`config.mk`:
```
export PLATFORM = sky130hd
export DESIGN_NAME = multicycle_control
export DESIGN_NICKNAME = d
export VERILOG_FILES = /design/src/rtl/riscv_pkg.sv /design/src/rtl/imm_src_decode.sv /design/src/rtl/multicycle_control.sv
export SDC_FILE = /design/constraint.sdc
export NUM_CORES = 1
export LEC_CHECK = 0
export ABC_AREA = 1
export CAP_MARGIN = 15
export CORE_AREA = 2 2 39 41
export DETAILED_ROUTE_END_ITERATION = 10
export DIE_AREA = 0 0 41 43
export GPL_ROUTABILITY_DRIVEN = 0
export PLACE_DENSITY = 0.89
export SLEW_MARGIN = 5
export SYNTH_ARGS = -nofsm -noshare
export SYNTH_HDL_FRONTEND = slang
export SYNTH_SLANG_ARGS = --single-unit
```
`constraint.sdc`:
```
create_clock -name clk -period 2 [get_ports clk]
set_input_delay 0.4 -clock clk [delete_from_list [all_inputs] [get_ports clk]]
set_output_delay 0.4 -clock clk [all_outputs]
set_load 0.02 [all_outputs]
```
`src/rtl/riscv_pkg.sv`:
```
// Shared encodings for the multi-cycle RISC-V control path (control FSM, ALU control, datapath).
package riscv_pkg;

  localparam int unsigned OP_W    = 7;
  localparam int unsigned STATE_W = 4;

  // Supported opcodes
  localparam logic [OP_W-1:0] OP_LW  = 7'b0000011;
  localparam logic [OP_W-1:0] OP_SW  = 7'b0100011;
  localparam logic [OP_W-1:0] OP_R   = 7'b0110011;
  localparam logic [OP_W-1:0] OP_BEQ = 7'b1100011;

  // Main control FSM states
  typedef enum logic [STATE_W-1:0] {
    S_FETCH    = 4'd0,
    S_DECODE   = 4'd1,
    S_MEMADR   = 4'd2,
    S_MEMREAD  = 4'd3,
    S_MEMWB    = 4'd4,
    S_MEMWRITE = 4'd5,
    S_EXECUTER = 4'd6,
    S_ALUWB    = 4'd7,
    S_BEQ      = 4'd8,
    S_ILLEGAL  = 4'd9
  } state_e;

  // ALUOp to ALU control
  localparam logic [1:0] ALUOP_ADD   = 2'b00;
  localparam logic [1:0] ALUOP_SUB   = 2'b01;
  localparam logic [1:0] ALUOP_FUNCT = 2'b10;

  // Immediate format select
  localparam logic [1:0] IMM_I = 2'b00;
  localparam logic [1:0] IMM_S = 2'b01;
  localparam logic [1:0] IMM_B = 2'b10;

  // ALU operand A select
  localparam logic [1:0] SRCA_PC    = 2'b00;
  localparam logic [1:0] SRCA_OLDPC = 2'b01;
  localparam logic [1:0] SRCA_REGA  = 2'b10;

  // ALU operand B select
  localparam logic [1:0] SRCB_REGB = 2'b00;
  localparam logic [1:0] SRCB_IMM  = 2'b01;
  localparam logic [1:0] SRCB_FOUR = 2'b10;

  // Result bus select
  localparam logic [1:0] RES_ALUOUT = 2'b00;
  localparam logic [1:0] RES_RDATA  = 2'b01;
  localparam logic [1:0] RES_ALURES = 2'b10;

endpackage

```
`src/rtl/imm_src_decode.sv`:
```
// Opcode to immediate-format map; shared with the single-cycle decoder.
module imm_src_decode
  import riscv_pkg::*;
(
  input  logic [OP_W-1:0] i_op,
  output logic [1:0]      o_imm_src
);

  // Pure opcode lookup; unsupported opcodes fall back to the I format
  always_comb begin
    o_imm_src = IMM_I;
    case (i_op)
      OP_LW:   o_imm_src = IMM_I;
      OP_SW:   o_imm_src = IMM_S;
      OP_BEQ:  o_imm_src = IMM_B;
      default: o_imm_src = IMM_I;
    endcase
  end

endmodule

```
`src/rtl/multicycle_control.sv`:
```
// Moore main control FSM for the multi-cycle core: sequences lw/sw/R/beq with MemReady handshake.
module multicycle_control
  import riscv_pkg::*;
(
  input  logic               clk,
  input  logic               rst,
  input  logic [OP_W-1:0]    Op,
  input  logic               Zero,
  input  logic               MemReady,
  output logic               PCWrite,
  output logic               AdrSrc,
  output logic               MemWrite,
  output logic               IRWrite,
  output logic [1:0]         ResultSrc,
  output logic [1:0]         ALUSrcA,
  output logic [1:0]         ALUSrcB,
  output logic [1:0]         ImmSrc,
  output logic               RegWrite,
  output logic [1:0]         ALUOp,
  output logic               IllegalInstr,
  output logic [STATE_W-1:0] State
);

  state_e r_state;
  state_e w_next;

  imm_src_decode u_imm_src_decode (
    .i_op      (Op),
    .o_imm_src (ImmSrc)
  );

  assign State = STATE_W'(r_state);

  // State register; reset lands in FETCH without waiting for a clock
  always_ff @(posedge clk or posedge rst) begin
    if (rst) r_state <= S_FETCH;
    else     r_state <= w_next;
  end

  // Next-state and Moore output decode; write strobes are masked while reset is held
  always_comb begin
    w_next       = r_state;
    PCWrite      = 1'b0;
    AdrSrc       = 1'b0;
    MemWrite     = 1'b0;
    IRWrite      = 1'b0;
    ResultSrc    = RES_ALUOUT;
    ALUSrcA      = SRCA_PC;
    ALUSrcB      = SRCB_REGB;
    RegWrite     = 1'b0;
    ALUOp        = ALUOP_ADD;
    IllegalInstr = 1'b0;

    case (r_state)
      S_FETCH: begin
        AdrSrc    = 1'b0;
        ALUSrcA   = SRCA_PC;
        ALUSrcB   = SRCB_FOUR;
        ALUOp     = ALUOP_ADD;
        ResultSrc = RES_ALURES;
        IRWrite   = MemReady;
        PCWrite   = MemReady;
        if (MemReady) w_next = S_DECODE;
      end
      S_DECODE: begin
        ALUSrcA = SRCA_OLDPC;
        ALUSrcB = SRCB_IMM;
        ALUOp   = ALUOP_ADD;
        case (Op)
          OP_LW, OP_SW: w_next = S_MEMADR;
          OP_R:         w_next = S_EXECUTER;
          OP_BEQ:       w_next = S_BEQ;
          default:      w_next = S_ILLEGAL;
        endcase
      end
      S_MEMADR: begin
        ALUSrcA = SRCA_REGA;
        ALUSrcB = SRCB_IMM;
        ALUOp   = ALUOP_ADD;
        if (Op == OP_LW)      w_next = S_MEMREAD;
        else if (Op == OP_SW) w_next = S_MEMWRITE;
        else                  w_next = S_FETCH;
      end
      S_MEMREAD: begin
        AdrSrc    = 1'b1;
        ResultSrc = RES_ALUOUT;
        if (MemReady) w_next = S_MEMWB;
      end
      S_MEMWB: begin
        ResultSrc = RES_RDATA;
        RegWrite  = 1'b1;
        w_next    = S_FETCH;
      end
      S_MEMWRITE: begin
        AdrSrc    = 1'b1;
        ResultSrc = RES_ALUOUT;
        MemWrite  = 1'b1;
        if (MemReady) w_next = S_FETCH;
      end
      S_EXECUTER: begin
        ALUSrcA = SRCA_REGA;
        ALUSrcB = SRCB_REGB;
        ALUOp   = ALUOP_FUNCT;
        w_next  = S_ALUWB;
      end
      S_ALUWB: begin
        ResultSrc = RES_ALUOUT;
        RegWrite  = 1'b1;
        w_next    = S_FETCH;
      end
      S_BEQ: begin
        ALUSrcA   = SRCA_REGA;
        ALUSrcB   = SRCB_REGB;
        ALUOp     = ALUOP_SUB;
        ResultSrc = RES_ALUOUT;
        PCWrite   = Zero;
        w_next    = S_FETCH;
      end
      S_ILLEGAL: begin
        IllegalInstr = 1'b1;
        w_next       = S_FETCH;
      end
      default: w_next = S_FETCH;
    endcase

    if (rst) begin
      PCWrite      = 1'b0;
      IRWrite      = 1'b0;
      MemWrite     = 1'b0;
      RegWrite     = 1'b0;
      IllegalInstr = 1'b0;
    end
  end

endmodule

```
==> results.yml <==
placement:
  detailedPlace.worstSlack_ns: -0.272
  dpl.hpwl_mm: 1.19
  io_buffers: 30
floorplanning:
  core_area_sq_um: 1380
  start_util: 0.328
  dieWidth_um: 41
  boundaryPins: 31
  dieArea_sq_um: 1760
  die_h_um: 43
  rows: 14
worst_setup_path:
  crit_top_cell: "inv_1"
  crit_path_start_kind: "register"
  cp_max_fo: 5
  arrival_ns: 1.49
  critPathBufInv: 3
  reg2reg_from: "State[3]"
  reg2reg_slack_ns: 0.77
  crit_type: "register to primary output"
  required_ns: 1.60
  critPathMaxStageDelay_ns: 0.42
  end_kind: "primary output"
  crit_family: "buffers and inverters"
  worstPathCellList: "inv_1 -> nand3_1 -> inv_1 -> or2_2 -> dlygate4sd2_1"
  r2r_cells: 8
  cp_slowest_cell: "dfrtp_1"
  worstReg2RegEnd: "State[2]"
global_route:
  grt_pass1_wl_mm: 2.03
  grt_pass1_vias: 581
  antenna_found_initial: 0
  grt_max_degree: 7
  overflow: 0
  grtUsageTotal: 0.166
routing:
  routed_via_density: 4.52
  routed_wirelength_mm: 1.29
  num_vias: 624
  drtIter0Drc: 12
  dr.pass1.iters: 4
  drc: 0
  ant_nets: 0
  drt-wirelength-per-cell_um: 9.32
synthesis:
  ys_warn_count: 0
  ys_seq_area_frac: 0.220
  ys_types: 18
  synth_cells: 81
  netlist_area_sq_um: 454
  syn_area_per_cell_sq_um: 5.61
  synthesis.nets: 92
  synth_seq_cells: 4
pwr:
  pwr-share-clk: 0.125
  seqPwrFrac: 0.164
  pwr_density_cell_nw_per_um2: 943
  switching_power_uw: 383
  power_frac_comb: 0.711
  p_int_uw: 397
  swShare: 0.491
  power_leakage_uw: 0.000468
  ir_worst_vdd_mv: 0.555
  total_power_uw: 780
sta:
  slew_violations: 0
  relSlewSlack: 0.824
  fmax_mhz: 530
  min_period_ns: 1.89
  finalHoldViolCount: 0
  min_period_over_period: 0.943
  hold_slack_ns: 0.525
  finalSetupViolCount: 0
  setup_slack_ns: 0.113
  fin_skew_ns: 0.00319
  worst_pin_slew_ns: 0.263
  rsz0062_at_grt: "false"
  setup_tns_ns: 0
final_layout:
  largest_reg_flops: 4
  antenna_cells: 0
  layout_common_cells: "nand2_1 (18), inv_1 (14), clkdlybuf4s50_1 (14)"
  final_common_cell: "nand2_1"
  multiInputGateArea_sq_um: 279
  layout-drive-gt1-share: 0.238
  area_growth_pct: 82.1
  final_nets: 135
  fillerInstances: 141
  seq_area_sq_um: 100
flow_run:
  cap_viol_max_count: 0
clocking:
  clk_latency_ns: 0.23
  cts_tree: "done"
  cts_buffers: 3
  post_cts_buffers: 0
  postCtsHoldBufs: 0
  cts.root.buffer_cell: "clkbuf_4"
  clock_sinks: 4
  cts-resized-gates: 16
  cts_buffer_depth: 2
  clk_pin_slew_worst_paths_ns: 0.04
  cts.htree.levels: 1
hold_path:
  hp-class: "input port to asynchronous set/reset pin"
run_status:
  outcome: "completed"
==> worst reg2reg max path: stages, from the launching register on <==
cell and delay, ns:
dfrtp_1 0.43, nor2_2 0.17, buf_4 0.13, nand2_2 0.06, inv_1 0.10, nand3_1 0.09
nand3_1 0.08, nand2_1 0.06, nand2_1 0.06
==> power by group through the flow <==
stage / Sequential [uW] / Combinational, uW / Clock [uW]
floorplan: 151 / 325 / 0
global placement: 128 / 613 / 0
detailed placement: 130 / 620 / 0
CTS: 129 / 563 / 103
global route: 131 / 610 / 110
finish: 128 / 555 / 97.8
==> kinds of logic (layout without fill, tap and decap cells) <==
group                  count (synthesis)  count (layout)  synth area share
AO/OA/AOI/OAI                          9               9             0.124
buffers and inverters                 19              60             0.165
flip-flops                             4               4             0.220
AND/OR/NAND/NOR                       49              49             0.490
==> how the worst max path moves through the flow <==
stage | slack, ns | to | cells after the start | from
floorplan | 0.09 | PCWrite | 5 | State[3]
global placement | -0.16 | ImmSrc[0] | 6 | Op[0]
detailed placement | -0.27 | ImmSrc[1] | 6 | Op[0]
CTS | 0.002 | ImmSrc[1] | 6 | Op[0]
global route | 0.003 | ALUSrcA[1] | 5 | State[3]
finish | 0.11 | ALUSrcA[1] | 5 | State[3]
==> per-stage QoR <==
stage / instance area (sq um) / instances / utilization
after floorplan: 454 / 81 / -
after global placement: 835 / 135 / 0.603
after detailed placement: 835 / 135 / 0.603
after CTS: 837 / 138 / 0.605
after global routing: 827 / 138 / 0.598
final: 827 / 138 / 0.598
==> cell type report <==
| cell class | instances | area share |
|---|---|---|
| sequential | 4 | 0.121 |
| multi-input combinational | 58 | 0.337 |
| clock buffer | 3 | 0.0272 |
| tap | 16 | 0.0242 |
| timing repair buffer | 39 | 0.408 |
| inverter | 18 | 0.0817 |
==> synth_stat cells (all sizes together) <==
library cell	n	area, sq um
or2	1	6.26
nand3	9	45.0
inv	18	67.6
nand2	20	80.1
dfrtp	4	100
buf	1	7.51
a21oi	2	10.0
a211oi	1	7.51
o21ai	4	23.8
nor3	2	15.0
nor2	17	76.3
o211ai	2	15.0
==> routing by layer <==
metal,track usage,share of wire,vias to the layer above
li1,-,-,333
met5,0,0,-
met3,0.0471,0.079,0
met1,0.160,0.36,263
met2,0.316,0.56,28
met4,0.0400,0,0
Power figures use the tool's default switching activity.
